### src/rtl/ps2_rx.sv
// ps2_rx -- PS/2 keyboard receiver.
//
// Synchronizes the raw PS/2 clock/data pads into app_clk, de-glitches the
// clock with a FILTER_LEN-deep majority-free (all-equal) filter, and decodes
// 11-bit frames (start, 8 data LSB first, odd parity, stop). Good bytes are
// presented on data_out with a one-cycle data_valid strobe.
//
// Parameters:
//   FILTER_LEN     equal synchronized samples needed to move the filtered clock (2..16)
//   TIMEOUT_CYCLES app_clk cycles without a sample strobe before a partial frame aborts
//
// Ports:
//   app_clk      application clock
//   app_arst     asynchronous reset, active high
//   ps2_clk_in   raw PS/2 clock pad (async)
//   ps2_data_in  raw PS/2 data pad (async)
//   enable       1 = receive, 0 = hold the frame FSM in IDLE
//   data_out     last good scan-code byte
//   data_valid   one-cycle pulse, data_out updated on the same cycle
//   parity_err   one-cycle pulse, good stop bit but bad odd parity
//   frame_err    one-cycle pulse, bad stop bit or timeout
//   busy         frame FSM not in IDLE
//   seg0..3_out  (only with PS2_RX_HEX_SEG_EN) active-low 7-seg digits, A..G MSB-first:
//                seg0/seg1 = low/high nibble of newest byte, seg2/seg3 = previous byte
//
// Optional feature macro: PS2_RX_HEX_SEG_EN

module ps2_rx #(
  parameter int FILTER_LEN     = 8,
  parameter int TIMEOUT_CYCLES = 50000
) (
  input  logic       app_clk,
  input  logic       app_arst,
  input  logic       ps2_clk_in,
  input  logic       ps2_data_in,
  input  logic       enable,
  output logic [7:0] data_out,
  output logic       data_valid,
  output logic       parity_err,
  output logic       frame_err,
  output logic       busy
`ifdef PS2_RX_HEX_SEG_EN
  ,
  output logic [6:0] seg0_out,
  output logic [6:0] seg1_out,
  output logic [6:0] seg2_out,
  output logic [6:0] seg3_out
`endif
);

  localparam int TW = (TIMEOUT_CYCLES > 2) ? $clog2(TIMEOUT_CYCLES) : 2;
  localparam logic [TW-1:0] TO_MAX  = TW'(TIMEOUT_CYCLES - 1);
  localparam logic [TW-1:0] TO_FIRE = TW'(TIMEOUT_CYCLES - 2);

  typedef enum logic [1:0] {IDLE, DATA, PARITY, STOP} state_t;

  typedef struct packed {
    logic good;
    logic perr;
    logic ferr;
  } rx_res_t;

  // ---------------- synchronizers + clock filter ----------------
  logic [1:0]            clk_sync, dat_sync;
  logic [FILTER_LEN-1:0] flt_taps;
  logic                  clk_flt;
  logic                  stb_pre, strobe;
  logic                  clk_s, dat_s;
  logic                  all0, all1;

  assign clk_s   = clk_sync[1];
  assign dat_s   = dat_sync[1];
  assign all0    = ~|flt_taps;
  assign all1    = &flt_taps;
  // filtered clock is about to fall: the strobe is this, registered
  assign stb_pre = clk_flt & all0;

  always_ff @(posedge app_clk or posedge app_arst) begin
    if (app_arst) begin
      clk_sync <= 2'b11;
      dat_sync <= 2'b11;
      flt_taps <= '1;
      clk_flt  <= 1'b1;
      strobe   <= 1'b0;
    end else begin
      clk_sync <= {clk_sync[0], ps2_clk_in};
      dat_sync <= {dat_sync[0], ps2_data_in};
      flt_taps <= {flt_taps[FILTER_LEN-2:0], clk_s};
      if (all0)      clk_flt <= 1'b0;
      else if (all1) clk_flt <= 1'b1;
      strobe   <= stb_pre;
    end
  end

  // ---------------- frame FSM ----------------
  state_t        state_q, state_d;
  logic [2:0]    bit_cnt_q, bit_cnt_d;
  logic [7:0]    shreg_q, shreg_d;
  logic          par_q, par_d;
  logic [TW-1:0] to_cnt_q;
  logic          en_q, en_eff;
  rx_res_t       res_d;

  // enable must have been high for a full cycle, so a strobe landing on
  // the rising cycle of enable is dropped
  assign en_eff = enable & en_q;
  assign busy   = (state_q != IDLE);

  always_ff @(posedge app_clk or posedge app_arst) begin
    if (app_arst) begin
      state_q   <= IDLE;
      bit_cnt_q <= '0;
      shreg_q   <= '0;
      par_q     <= 1'b0;
      en_q      <= 1'b0;
    end else begin
      state_q   <= state_d;
      bit_cnt_q <= bit_cnt_d;
      shreg_q   <= shreg_d;
      par_q     <= par_d;
      en_q      <= enable;
    end
  end

  always_comb begin
    state_d   = state_q;
    bit_cnt_d = bit_cnt_q;
    shreg_d   = shreg_q;
    par_d     = par_q;
    res_d     = '0;
    if (!en_eff) begin
      state_d = IDLE;
    end else if (strobe) begin
      case (state_q)
        IDLE: begin
          if (!dat_s) begin
            bit_cnt_d = '0;
            state_d   = DATA;
          end
        end
        DATA: begin
          shreg_d   = {dat_s, shreg_q[7:1]};
          bit_cnt_d = bit_cnt_q + 3'd1;
          if (bit_cnt_q == 3'd7) state_d = PARITY;
        end
        PARITY: begin
          par_d   = dat_s;
          state_d = STOP;
        end
        STOP: begin
          state_d = IDLE;
          if (!dat_s)                 res_d.ferr = 1'b1;
          else if (^{shreg_q, par_q}) res_d.good = 1'b1;
          else                        res_d.perr = 1'b1;
        end
        default: state_d = IDLE;
      endcase
    end else if (state_q != IDLE && to_cnt_q == TO_FIRE) begin
      // pulse is registered, so firing one count early lands frame_err on
      // the cycle the counter would read TIMEOUT_CYCLES-1
      state_d    = IDLE;
      res_d.ferr = 1'b1;
    end
  end

  // Cleared one cycle ahead of the strobe so it reads 0 in the strobe cycle
  // itself; held at 0 while the FSM sits (or lands) in IDLE.
  always_ff @(posedge app_clk or posedge app_arst) begin
    if (app_arst)                        to_cnt_q <= '0;
    else if (stb_pre || state_d == IDLE) to_cnt_q <= '0;
    else if (to_cnt_q != TO_MAX)         to_cnt_q <= to_cnt_q + 1'b1;
  end

  always_ff @(posedge app_clk or posedge app_arst) begin
    if (app_arst) begin
      data_out   <= 8'h00;
      data_valid <= 1'b0;
      parity_err <= 1'b0;
      frame_err  <= 1'b0;
    end else begin
      data_valid <= res_d.good;
      parity_err <= res_d.perr;
      frame_err  <= res_d.ferr;
      if (res_d.good) data_out <= shreg_q;
    end
  end

`ifdef PS2_RX_HEX_SEG_EN
  // ---------------- hex display ----------------
  function automatic logic [6:0] hex2seg(input logic [3:0] h);
    hex2seg = 7'b1111111;
    case (h)
      4'h0: hex2seg = 7'b0000001;
      4'h1: hex2seg = 7'b1001111;
      4'h2: hex2seg = 7'b0010010;
      4'h3: hex2seg = 7'b0000110;
      4'h4: hex2seg = 7'b1001100;
      4'h5: hex2seg = 7'b0100100;
      4'h6: hex2seg = 7'b0100000;
      4'h7: hex2seg = 7'b0001111;
      4'h8: hex2seg = 7'b0000000;
      4'h9: hex2seg = 7'b0000100;
      4'hA: hex2seg = 7'b0001000;
      4'hB: hex2seg = 7'b1100000;
      4'hC: hex2seg = 7'b0110001;
      4'hD: hex2seg = 7'b1000010;
      4'hE: hex2seg = 7'b0110000;
      4'hF: hex2seg = 7'b0111000;
      default: hex2seg = 7'b1111111;
    endcase
  endfunction

  logic [3:0][6:0] seg_q;

  // newest byte shifts into digits 0/1, previous byte moves to 2/3
  always_ff @(posedge app_clk or posedge app_arst) begin
    if (app_arst)        seg_q <= {4{7'b0000001}};
    else if (data_valid) seg_q <= {seg_q[1], seg_q[0], hex2seg(data_out[7:4]), hex2seg(data_out[3:0])};
  end

  assign seg0_out = seg_q[0];
  assign seg1_out = seg_q[1];
  assign seg2_out = seg_q[2];
  assign seg3_out = seg_q[3];
`endif

endmodule

### config.mk
export PLATFORM = sky130hd
export DESIGN_NAME = ps2_rx
export DESIGN_NICKNAME = d
export VERILOG_FILES = /design/src/rtl/ps2_rx.sv
export SDC_FILE = /design/constraint.sdc
export NUM_CORES = 1
export LEC_CHECK = 0
export CAP_MARGIN = 30
export CORE_UTILIZATION = 50
export DETAILED_ROUTE_END_ITERATION = 7
export GPL_ROUTABILITY_DRIVEN = 0
export PLACE_DENSITY = 0.72
export RECOVER_POWER = 50
export SLEW_MARGIN = 20
export SYNTH_ARGS = -nofsm -noshare
export SYNTH_HDL_FRONTEND = slang
export SYNTH_SLANG_ARGS = --single-unit
export TNS_END_PERCENT = 1
### constraint.sdc
create_clock -name app_clk -period 2.2 [get_ports app_clk]
set_clock_uncertainty 0.2 [all_clocks]
set_input_delay 0.22 -clock app_clk [delete_from_list [all_inputs] [get_ports app_clk]]
set_output_delay 0.22 -clock app_clk [all_outputs]
set_load 0.05 [all_outputs]
; ---- Word-level counts from Yosys, hierarchy flattened
; Index checks and enable logic that the tools add are counted.
[classes]
add_sub_neg = 2
mul = 0
n_div = 0
magnitude_cmp = 0
n_eq_ne = 8
shift = 0
n_mux = 21
n_bitwise = 2
reduce_logical = 14
[ops]
columns = cell, count
row1 = 16-bit two-way mux, 2
row2 = 16-bit by 1-bit adder with 16-bit output (second input constant), 1
row3 = 16-bit equality test (second input constant), 1
row4 = 16-bit inequality test (second input constant), 1
row5 = 2-bit two-way mux, 7
row6 = 3-bit two-way mux, 3
row7 = 9-bit XOR reduction, 1
row8 = 2-bit one-hot mux with 4 select lines, 1
row9 = 8-bit AND reduction, 1
row10 = 8-bit OR reduction, 1
row11 = 1-bit two-way mux, 7
row12 = 3-bit one-hot mux with 2 select lines, 1
row13 = 3-bit AND reduction, 2
row14 = 2-bit nonzero test, 3
row15 = 2-bit equality test (second input constant), 2
row16 = 2-bit logical NOT, 2
row17 = 2-bit inequality test (second input constant), 2
row18 = 4-bit AND reduction, 1
row19 = 3-bit by 1-bit adder with 3-bit output (second input constant), 1
row20 = 3-bit equality test (second input constant), 1
row21 = 1-bit AND, 2
row22 = 2-bit by 1-bit equality test with 1-bit output (second input constant), 1
row23 = 1-bit logical AND, 1
row24 = 1-bit logical NOT, 1
row25 = 1-bit logical OR, 1
[totals]
register_bits = 56
latchBits = 0
ramBits = 0
rom_bits = 0
inputBits = 5
out_inout_bits = 12
memories = 0

; ---- Logic depth before layout (Yosys ltp)
; Gate-level depths: netlist of run 1.
[depth]
word_depth = 8
mapped_depth = 7
ltp_nobuf = 6

; ---- Worst setup path after synthesis of run 1
; Ideal clock, no wire load.
[synth_timing]
path_type = reg2reg
start = reg to_cnt_q[5]
end = reg to_cnt_q[2]
arrival_ns = 1.887
required_time_ns = 1.918
path_slack_ns = 0.032
path_stages_with_launch = 6
n_path_buf = 1
synth_period_minus_slack_ns = 2.168
cell_sequence = dfrtp_1 or4b_1 or4_1 buf_2 and3_4 nor3_2
[synth_between]
elab_chain_len = 8
elab_cells_between_ends = 10
[synth_rtl]
columns = element, line
row1 = start: declaration, 100  ; logic [TW-1:0] to_cnt_q;
row2 = start signal: assignment, 171  ; else if (to_cnt_q != TO_MAX) to_cnt_q <= to_cnt_q + 1'b1;
row3 = 16-bit equality test, 158  ; end else if (state_q != IDLE && to_cnt_q == TO_FIRE) begin
row4 = 1-bit logical AND, 158
row5 = 2-bit two-way mux, 158
row6 = 2-bit two-way mux, 133  ; end else if (strobe) begin
row7 = 2-bit two-way mux, 131  ; if (!en_eff) begin
row8 = 2-bit logical NOT, 170  ; else if (stb_pre || state_d == IDLE) to_cnt_q <= '0;
row9 = 1-bit logical OR, 170
row10 = 16-bit two-way mux or 2-bit nonzero test (tied branches), n/a
; Several ways; a longest one is shown, not always the timed one.
; A chain may end at the register's enable or synchronous reset.

; ---- Worst setup path after layout of run 1
; Same ends and word-level chain as after synthesis.

==> results.tsv, run 1 <==
metric	value	unit
cts_buffer_depth	2	
synthTopCellsByArea	dfrtp_1 (45%), dfstp_2 (14%), xnor2_1 (4.0%), nor2_1 (3.8%), mux2_1 (3.3%)	
area_delta_synth_final	17.8	%
post-route-period-util	0.968	
critPathLaunchType	register	
final_cell_area	2820	sq um
rows	24	
synth.largest_area_cell	dfrtp_1	
path_clk_slew	0.09	ns
h-tree-depth	2	
syn_area	2390	sq um
ys_seq_elements	56	
avgSynthCellArea	11.7	sq um
dieArea	5070	sq um
ys.flop_type	dfrtp_1	
hold_path_class	register to register	
globalRouteOverflowTotal	0	
cap_violations	0	
drtPass1Iterations	6	
dieHeight	71.2	microns
grt_pass1_vias	1592	
port_buffers	16	
power	1.67	mW
drt_wl_total	3820	microns
clock_latency	0.31	ns
die_w	71.2	microns
dr_wl_met3	132	microns
vias	1548	
fmax	469	MHz
drtIter0Drc	62	
dp_slack	0.00646	ns
dpl.hpwl	2680	microns
antenna_cells	0	
seq_area_frac_synth	0.592	
violations	DRC	
timing.final.ws_setup	0.0694	ns
grt_pass1_wl	7010	microns
drc_errors	1	
power.static_leakage	1.26	nW
wire_per_inst	13.2	microns
synth_edf_count	0	
detail-route-antenna-nets	0	
crit_type	register to register	
synth_fp_nets	213	
wl_met1	1870	microns
fin_nets	245	
hold_violations	0	
status	complete, but fails checks	
cts_sinks	56	
fin_hold_ws	0.160	ns
ios	17	
ir_worst_vdd	0.000285	V
relSlewSlack	0.626	
top_layer_used	met4	
worstPathRequired	2.24	ns
nFillCells	347	
finalCriticalPeriod	2.13	ns
synth_warnings	0	
rsz0062_at_grt	yes	
final_max_slew_viol_count	0	
drive_gt1_frac	0.165	
end_kind	register	
worstMarginPinSlew	0.560	ns
synth_top_area_frac	0.449	
arrival	2.17	ns
powerDensity	593	nW/um^2
cts_tree	yes	
cts-root-buf	clkbuf_8	
async_reset_ff_frac	1.00	
ys_types	35	
wl_met2	1750	microns
avgViaCountPerCell	5.36	
setup_viol	0	
netlist_instances	204	
track_usage	0.179	
grt_max_degree	42	
numCtsBuffers	5	
core	4470	sq um
crit_fanout	6	
antenna_found_initial	0	
initial_core_util	0.535	
place_area	2720	sq um
[final timing paths]
check,cells past startpoint,start,slack [ns],end
worst max-delay path,4,to_cnt_q[5]$_DFFE_PP0P_,0.07,to_cnt_q[2]$_DFFE_PP0P_
worst min-delay path,0,clk_sync[0]$_DFF_PP1_,0.16,clk_sync[1]$_DFF_PP1_
worst max register to register,4,to_cnt_q[5]$_DFFE_PP0P_,0.07,to_cnt_q[2]$_DFFE_PP0P_
worst min register to register,0,clk_sync[0]$_DFF_PP1_,0.16,clk_sync[1]$_DFF_PP1_
max in group asynchronous,4,app_arst,0.28,clk_flt$_DFFE_PP1P_
min in group asynchronous,3,app_arst,0.73,to_cnt_q[11]$_DFFE_PP0P_
[synth_stat cells, types with 2 or more instances]
master,count
a32o_1,2
and3_1,4
nor3b_1,2
xor2_1,9
xnor2_1,11
nor4_1,2
and2_1,2
o21ai_0,7
a211oi_1,2
nor2_1,24
nand3_1,9
mux2_2,7
a21oi_1,4
buf_2,2
nor3_1,4
inv_1,7
nand2_1,17
or4b_1,2
nand4_1,6
dfrtp_1,43
mux2_1,7
clkbuf_1,3
dfstp_2,13
ha_1,4
[layer usage]
layer | vias to the layer above | global-route usage
li1 | 762 | -
met5 | - | 0
met2 | 22 | 0.280
met1 | 758 | 0.235
met3 | 6 | 0.0513
met4 | 0 | 0.0733
[placed cells by master, fill, tap and decap left out, drive strengths merged, types with 2 or more instances in the layout]
master         Yosys  final
a211oi             2      2
a21oi              4      4
a32o               2      2
and2               2      2
and3               5      5
buf                2     13
clkbuf             3      6
clkdlybuf4s50      0     11
clkinv             0      2
dfrtp             43     43
dfstp             13     13
dlygate4sd3        0      5
ha                 4      4
inv                7      7
mux2              14     14
nand2             17     17
nand3              9      9
nand4              6      6
nor2              24     24
nor3               5      5
nor3b              2      2
nor4               2      2
o21ai              7      7
or4b               2      2
xnor2             12     12
xor2               9      9
[power by group]
part | internal [mW] | switching (mW)
Combinational | 0.0127 | 0.0252
Sequential | 1.05 | 0.00918
Clock | 0.252 | 0.323
Total | 1.32 | 0.357
[what timing repair did]
action / 4_1_cts / 5_1_grt
setup endpoints to repair: 1 / 9
hold buffers: 1 / 0
resized for setup: 1 / 1
endpoints found under the hold margin: 8 / 0
buffers inserted: 0 / 0
pin swaps: 0 / 2
[state kept, by name, indices dropped and copies added (netlist names)]
register	count
state_q	2
clk_sync	2
par_q	1
data_valid	1
bit_cnt_q	3
clk_flt	1
to_cnt_q	16
en_q	1
data_out	8
flt_taps	8
dat_sync	2
parity_err	1
shreg_q	8
frame_err	1
strobe	1
[worst max-delay path, cell delays in order, from the launching register on]
cell	delay (ns)
dfrtp_1	0.38
or4b_1	0.54
or4_4	0.60
and3_4	0.21
nor3_2	0.13
[area by class of cell]
type                    instances  area [sq um]  area share
clock buffers                   6          82.6      0.0293
inverters                       7          26.3     0.00931
flip-flops and latches         56          1420       0.502
well taps                      52          65.1      0.0231
repair buffers                 30           287       0.102
multi-input cells             136           933       0.331
clock inverters                 2          10.0     0.00355
[per-stage QoR]
stage | setup TNS, ns | cells | utilization
floorplan | 0 | 204 | -
global placement | 0 | 280 | 0.608
detailed placement | 0 | 280 | 0.608
CTS | 0 | 289 | 0.632
global route | -0.141 | 289 | 0.631
finish | 0 | 289 | 0.631
[kinds of logic after synthesis]
kind of cell / synth area share
AOI/OAI and AO/OA: 0.0434
DFF: 0.592
adders and majority gates: 0.0209
muxes: 0.0752
and+or+nand+nor: 0.169
buffers and inverters: 0.0199
xor gates and xnor gates: 0.0799
No activity file was read; power rests on OpenSTA's default activity.
==> run 2, diff against run 1 <==
- CORE_UTILIZATION: 50 -> 45
- PLACE_DENSITY: 0.72 -> 0.66
- SKIP_CTS_REPAIR_TIMING: default -> 1
==> results.tsv, run 2 (synthesized netlist as in run 1, its figures left out) <==
metric	value	unit
drive_gt1_frac	0.236	
end_kind	register	
core	5110	sq um
mostFrequentLayoutCell	dfrtp_1	
track_usage	0.152	
max_flop_register	to_cnt_q	
status	complete, no violations	
avgViaCountPerCell	5.05	
port_buffers	16	
cts_sinks	56	
fin_nets	254	
cts-root-buf	clkbuf_8	
globalRouteOverflowTotal	0	
setup_viol	0	
drtPass1Iterations	4	
numCtsBuffers	5	
initial_core_util	0.469	
worstMarginPinSlew	1.31	ns
die_w	75.0	microns
worstPathRequired	2.18	ns
clock_latency	0.30	ns
final_max_slew_viol_count	0	
final_cell_mix	dfrtp_1 (43), nor2_1 (24), buf_4 (21), nand2_1 (16), clkdlybuf4s50_1 (11)	
reg2reg_depth	6	
place_area	2790	sq um
grt_pass1_vias	1449	
powerDensity	587	nW/um^2
finalCriticalPeriod	2.16	ns
detail-route-antenna-nets	0	
path_clk_slew	0.09	ns
post-route-period-util	0.982	
drtIter0Drc	60	
antenna_found_initial	0	
ios	17	
wire_per_inst	12.8	microns
rsz0062_at_grt	yes	
antenna_cells	0	
drt_wl_total	4040	microns
ir_worst_vdd	0.000638	V
rr_startpoint	shreg_q[4]$_DFFE_PP0P_	
crit_fanout	8	
fin_tns_setup	0	ns
drc_errors	0	
dpl.hpwl	2770	microns
grt_pass1_wl	6360	microns
startpoint	shreg_q[4]$_DFFE_PP0P_	
crit_type	register to register	
rows	26	
relSlewSlack	0.125	
arrival	2.14	ns
cap_violations	0	
critPathLaunchType	register	
hold_path_depth	0	
dieArea	5620	sq um
min-delay-start	dat_sync[0]$_DFF_PP1_	
power	1.74	mW
power.static_leakage	1.30	nW
hold_violations	0	
grt_max_degree	57	
dieHeight	75.0	microns
final_cell_area	2970	sq um
vias	1595	
h-tree-depth	2	
cts_buffer_depth	2	
fmax	463	MHz
cts_tree	yes	
hold_path_class	register to register	
utilization	0.581	
area_delta_synth_final	23.8	%
largest_reg_flops	16	
## run 2: cell count changes in the layout (fill, tap and decap cells not counted), sizes merged
cell          before  now
buf               13   23
bufinv             0    1
clkbuf             6    7
dlygate4sd3        5    4
dlymetal6s2s       1    0
inv                7    6
## run 2: power breakdown
group          total, mW  switching (mW)  internal, mW  leakage, nW
combinational     0.0361          0.0256        0.0106        0.512
clock              0.645           0.307         0.338       0.0552
sequential          1.06         0.00868          1.05        0.732
total               1.74           0.341          1.40         1.30
## run 2: layout make-up
type | count | area (sq um)
timing repair buffer | 39 | 353
inverter | 7 | 26.3
multi-input combinational | 136 | 973
sequential | 56 | 1420
tap | 70 | 87.6
clock inverter | 2 | 35.0
fill | 442 | 2140
clock buffer | 6 | 72.6
## run 2: worst max-delay path, stage by stage (launching register included)
cell and delay (ns):
dfrtp_1 0.44, xnor2_2 0.16, xnor2_1 0.15, xnor2_2 0.31, mux2i_4 0.31, buf_12 0.15
mux2_1 0.32
## run 2: metrics by stage
step	worst slack (ns)	hold slack, ns	cells
after floorplan	0.0317	0.0245	204
after global placement	0.0177	0.146	305
after detailed placement	-0.0425	0.147	305
after global routing	-0.0249	0.165	316
after CTS	-0.0593	0.0963	313
final	0.0401	0.159	316
## run 2: routing by layer
layer | share of wire | wire (microns) | global-route usage | vias to the layer above
met4 | 0.0092 | 37 | 0.0461 | 0
met2 | 0.47 | 1890 | 0.237 | 23
li1 | - | - | - | 780
met5 | 0 | 0 | 0 | -
met3 | 0.031 | 125 | 0.0402 | 5
met1 | 0.49 | 1990 | 0.208 | 787
## run 2: final timing paths
path | to | slack (ns)
worst min-delay path | dat_sync[1]$_DFF_PP1_ | 0.16
worst min register to register | dat_sync[1]$_DFF_PP1_ | 0.16
min in group asynchronous | data_out[1]$_DFFE_PP0P_ | 0.59
worst max register to register | data_out[5]$_DFFE_PP0P_ | 0.04
worst max-delay path | data_out[5]$_DFFE_PP0P_ | 0.04
max in group asynchronous | to_cnt_q[5]$_DFFE_PP0P_ | 0.41
